[src/rtl/alu_cmd_queue.sv]
// alu_cmd_queue: command FIFO feeding a combinational ALU, with a
// registered result presented to the consumer over valid/ready.
//
// Ports:
//   clk, reset                 clock, synchronous active-high reset
//   cmd_valid_i / cmd_ready_o  producer handshake
//   cmd_a_i, cmd_b_i, cmd_op_i command operands and opcode
//   alu_a_o, alu_b_o, alu_op_o FIFO head driven to the ALU (0 when empty)
//   alu_res_i                  combinational ALU result
//   res_valid_o / res_ready_i  consumer handshake
//   res_data_o, res_op_o       registered result and its opcode
//   count_o                    FIFO occupancy, 0..DEPTH
module alu_cmd_queue #(
    parameter int DEPTH = 4
) (
    input  logic                     clk,
    input  logic                     reset,
    input  logic                     cmd_valid_i,
    output logic                     cmd_ready_o,
    input  logic [7:0]               cmd_a_i,
    input  logic [7:0]               cmd_b_i,
    input  logic [2:0]               cmd_op_i,
    output logic [7:0]               alu_a_o,
    output logic [7:0]               alu_b_o,
    output logic [2:0]               alu_op_o,
    input  logic [7:0]               alu_res_i,
    output logic                     res_valid_o,
    input  logic                     res_ready_i,
    output logic [7:0]               res_data_o,
    output logic [2:0]               res_op_o,
    output logic [$clog2(DEPTH):0]   count_o
);

    localparam int AW = $clog2(DEPTH);
    localparam int CW = AW + 1;
    localparam logic [CW-1:0] FULL = CW'(DEPTH);

    typedef struct packed {
        logic [7:0] a;
        logic [7:0] b;
        logic [2:0] op;
    } cmd_t;

    cmd_t            mem [DEPTH];
    cmd_t            head;
    logic [AW-1:0]   rd_ptr;
    logic [AW-1:0]   wr_ptr;
    logic [CW-1:0]   count;
    logic [CW-1:0]   count_nxt;
    logic            res_valid;
    logic [7:0]      res_data;
    logic [2:0]      res_op;
    logic            push;
    logic            issue;
    logic            empty;

    assign empty = (count == '0);
    assign head  = mem[rd_ptr];

    // Ready looks only at registered occupancy: no pop-to-push bypass.
    assign cmd_ready_o = (count != FULL);
    assign push        = cmd_valid_i && cmd_ready_o;

    // Issue whenever the result register is free or being drained.
    assign issue = !empty && (!res_valid || res_ready_i);

    always_comb begin
        alu_a_o  = '0;
        alu_b_o  = '0;
        alu_op_o = '0;
        if (!empty) begin
            alu_a_o  = head.a;
            alu_b_o  = head.b;
            alu_op_o = head.op;
        end
    end

    always_comb begin
        count_nxt = count;
        unique case ({push, issue})
            2'b10:   count_nxt = count + CW'(1);
            2'b01:   count_nxt = count - CW'(1);
            default: count_nxt = count;
        endcase
    end

    // Storage needs no reset; pointers and count define validity.
    always_ff @(posedge clk) begin
        if (push) begin
            mem[wr_ptr] <= '{a: cmd_a_i, b: cmd_b_i, op: cmd_op_i};
        end
    end

    always_ff @(posedge clk) begin
        if (reset) begin
            rd_ptr    <= '0;
            wr_ptr    <= '0;
            count     <= '0;
            res_valid <= 1'b0;
            res_data  <= '0;
            res_op    <= '0;
        end else begin
            count <= count_nxt;
            if (push) begin
                wr_ptr <= wr_ptr + AW'(1);
            end
            if (issue) begin
                rd_ptr    <= rd_ptr + AW'(1);
                res_data  <= alu_res_i;
                res_op    <= head.op;
                res_valid <= 1'b1;
            end else if (res_valid && res_ready_i) begin
                res_valid <= 1'b0;
            end
        end
    end

    assign res_valid_o = res_valid;
    assign res_data_o  = res_data;
    assign res_op_o    = res_op;
    assign count_o     = count;

endmodule

[config.mk]
export PLATFORM = sky130hd
export DESIGN_NAME = alu_cmd_queue
export DESIGN_NICKNAME = d
export VERILOG_FILES = /design/src/rtl/alu_cmd_queue.sv
export SDC_FILE = /design/constraint.sdc
export NUM_CORES = 1
export LEC_CHECK = 0
export CAP_MARGIN = 30
export CORE_MARGIN = 4
export CORE_UTILIZATION = 30
export CTS_CLUSTER_SIZE = 30
export DETAILED_ROUTE_END_ITERATION = 8
export SLEW_MARGIN = 10
export SYNTH_ARGS = -nofsm -noshare
export SYNTH_HDL_FRONTEND = slang
export SYNTH_SLANG_ARGS = --single-unit
export TNS_END_PERCENT = 10
[constraint.sdc]
create_clock -name clk -period 2.5 [get_ports clk]
set_clock_uncertainty 0.05 [all_clocks]
set_input_delay 0.25 -clock clk [delete_from_list [all_inputs] [get_ports clk]]
set_output_delay 0.25 -clock clk [all_outputs]
set_load 0.02 [all_outputs]
==> impl_metrics.py <==
metrics = {
    "run": {
        "drv_cap": 0,
    },
    "cells_and_area": {
        "syn_to_final_growth_pct": 31.7,
        "nNetsFinal": 340,
        "drive_gt1_frac": 0.133,
        "final_util": 0.402,
        "antenna_cells_inserted": 0,
        "finalNonFillerCells": 480,
        "n_fill_cell": 1159,
    },
    "timing": {
        "setup_viol": 0,
        "timing.final.max_slew_violations": 0,
        "worst_slew_pin_slew_ns": 0.389,
        "finalCriticalPeriod_ns": 2.42,
        "max_freq_ghz": 0.413,
        "fin_tns_setup_ns": 0,
        "hold_viol_final": 0,
        "maxSlewHeadroom": 0.740,
        "finalCritPeriodShare": 0.967,
        "rsz0062_at_grt": "false",
    },
    "floorplan": {
        "coreArea_mm2": 0.0126,
        "dieWidth_um": 121,
        "io_pins": 66,
        "dieArea_mm2": 0.0147,
        "start_util": 0.305,
        "fp.dieH_um": 121,
        "rows": 41,
    },
    "critical_path": {
        "cp_max_fo": 19,
        "r2r_cells": 8,
        "cp_slowest_cell": "mux4_2",
        "start_kind": "flop",
        "cpPeakStageDelay_ns": 0.53,
        "critical_path_class": "flop to output pin",
        "crit_chain": "buf_12 > mux4_2 > and2_1 > clkdlybuf4s50_1",
        "r2r_slack_ns": 0.30,
        "end_kind": "output pin",
        "worstPathArrival_ns": 2.12,
        "r2r_end": "count_o[2]",
        "critPathBufInv": 2,
        "crit_required_ns": 2.20,
        "r2r_start": "count_o[2]",
        "crit_family": "buffers and inverters",
    },
    "yosys": {
        "avgSynthCellArea_um2": 16.8,
        "syn-num-nets": 265,
        "synth_warnings": 0,
        "ys_seq_area_frac": 0.705,
        "yosys.cell_types.count": 29,
        "synth_cells": 228,
        "synth_area_mm2": 0.00383,
        "ys_ff_latch": 97,
    },
    "placement": {
        "place_congestion": 0.696,
        "place_inst": 464,
        "dp_hpwl_um": 4740,
        "port_buffers": 65,
    },
    "drt": {
        "drc": 0,
        "ant_nets": 0,
        "wl_per_cell_um": 15.7,
        "vias": 2152,
        "wirelength_um": 7530,
        "drt_first_pass_iters": 4,
        "avgViaCountPerCell": 4.48,
        "drt_iter0_drc": 80,
    },
    "clock_network": {
        "cts.clk_slew.worst_paths_ns": 0.06,
        "htree_levels": 3,
        "clk_latency_ns": 0.33,
        "cts_buffers": 9,
        "clk_path_buf_depth": 2,
        "root_buffer": "clkbuf_16",
        "cts_tree": "yes",
        "postCtsHoldBufs": 0,
        "cts.sinks": 97,
    },
    "power_and_ir_drop": {
        "peakVddDrop_mv": 0.530,
        "powerDensity_mw_per_mm2": 1120,
        "p_leak_nw": 1.78,
    },
    "global_routing": {
        "grt_max_degree": 25,
        "grt_antenna_before_repair": 0,
        "grt_pass1_wl_um": 11700,
        "grt_overflow": 0,
        "grt_pass1_vias": 2191,
        "grt_usage": 0.107,
    },
    "worst_hold_path": {
        "holdPathStages": 2,
        "min_to": "res_op_o[0]",
        "hold_class": "flop to flop",
        "hp-start": "res_op_o[0]",
    },
    "outcome": {
        "outcome": "completed",
    },
}
==> worst min-delay path: stages, from the launching register on <==
cell and delay, ns:
dfxtp_1 0.31, o21ai_0 0.06, a21oi_1 0.06
==> layout by cell type, fill, tap and decap left out, drive strengths merged, types with 9 or more instances in the layout <==
cell / n
clkbuf: 9
mux4: 19
o21ai: 13
clkdlybuf4s50: 54
a21oi: 18
edfxtp: 76
and2: 19
dfxtp: 21
nand3: 13
buf: 13
==> how the worst max path moves through the flow <==
stage / from / to / slack (ns) / cells after the start
final: flop / alu_a_o[4] / 0.08 / 4
after global routing: flop / alu_a_o[2] / 0.002 / 4
after CTS: count_o[0] / alu_a_o[6] / 0.03 / 4
after detailed placement: res_ready_i / count_o[2] / 0.18 / 9
after global placement: res_ready_i / count_o[2] / 0.24 / 9
after floorplan: count_o[2] / count_o[2] / 0.14 / 9
==> registers in the layout, summed over array words and instances (netlist names), named ones only <==
| signal | cells |
|---|---|
| mem | 76 |
| res_valid_o | 1 |
| count_o | 3 |
| rd_ptr | 2 |
| res_data_o | 8 |
| wr_ptr | 2 |
| res_op_o | 3 |
==> synthesized netlist by cell type <==
| cell | count | area [um^2] |
|---|---|---|
| edfxtp_1 | 76 | 2280 |
| dfxtp_1 | 21 | 420 |
| and2_1 | 19 | 119 |
| a21oi_1 | 18 | 90.1 |
| nand3_1 | 13 | 65.1 |
| o21ai_0 | 13 | 65.1 |
| mux4_2 | 10 | 225 |
| mux4_1 | 9 | 236 |
| inv_1 | 6 | 22.5 |
| clkbuf_1 | 5 | 18.8 |
| ha_1 | 5 | 62.6 |
| nor2_1 | 5 | 18.8 |
| and3_1 | 4 | 25.0 |
| buf_2 | 3 | 15.0 |
| or3_1 | 3 | 18.8 |
| a21o_1 | 2 | 15.0 |
| buf_1 | 2 | 7.51 |
| clkbuf_2 | 2 | 10.0 |
| xor2_1 | 2 | 17.5 |
| a311oi_1 | 1 | 8.76 |
| a31o_2 | 1 | 8.76 |
| buf_12 | 1 | 20.0 |
| buf_6 | 1 | 11.3 |
| fa_1 | 1 | 20.0 |
| nand2_1 | 1 | 3.75 |
| nand2b_1 | 1 | 6.26 |
| nor2b_1 | 1 | 6.26 |
| nor3_1 | 1 | 5.00 |
| or3b_1 | 1 | 8.76 |
==> final cells by class <==
type                       instances  area, um^2  area share
inverter                           6        22.5     0.00446
clock inverter                     7        76.3      0.0151
sequential                        97        2700       0.535
tap                              172         215      0.0426
multi-input combinational        111        1030       0.204
timing repair buffer              78         774       0.153
clock buffer                       9         225      0.0446
==> per-stage QoR <==
step / instance area [um^2] / hold slack [ns] / total power, W / setup WS (ns)
3_3_place_gp: 4740 / 0.411 / 0.00439 / 0.237
4_1_cts: 5030 / 0.420 / 0.00574 / 0.0279
3_5_place_dp: 4740 / 0.417 / 0.00441 / 0.181
2_1_floorplan: 3830 / 0.299 / 0.00344 / 0.135
5_1_grt: 5050 / 0.438 / 0.00596 / 0.00160
6_report: 5050 / 0.425 / 0.00564 / 0.0815
==> metal layers <==
layer / vias to the layer above / track usage / wire length (um) / share of wire
met5: - / 0 / 0 / 0
met4: 0 / 0.0319 / 84 / 0.011
met3: 7 / 0.0392 / 408 / 0.054
met2: 51 / 0.184 / 3730 / 0.50
met1: 1061 / 0.126 / 3300 / 0.44
li1: 1033 / - / - / -
==> power breakdown <==
group,switching [W],internal [W]
clock,0.000578,0.000783
sequential,0.0000928,0.00198
combinational,0.00114,0.00106
total,0.00182,0.00382
==> what timing repair did <==
item,4_1_cts,5_1_grt
pin swaps,0,0
resized for setup,7,5
setup endpoints to repair,7,12
buffers inserted,0,0
==> logic make-up (layout without fill, tap and decap cells) <==
kind of cell,count (synthesis),count (layout),share of synthesized area
DFF,97,97,0.705
and+or+nand+nor,49,49,0.0721
AOI/OAI and AO/OA,35,35,0.0490
buffers and inverters,20,100,0.0274
muxes,19,19,0.120
adders and majority gates,6,6,0.0215
xor gates and xnor gates,2,2,0.00457
No activity file was read; power rests on OpenSTA's default activity.
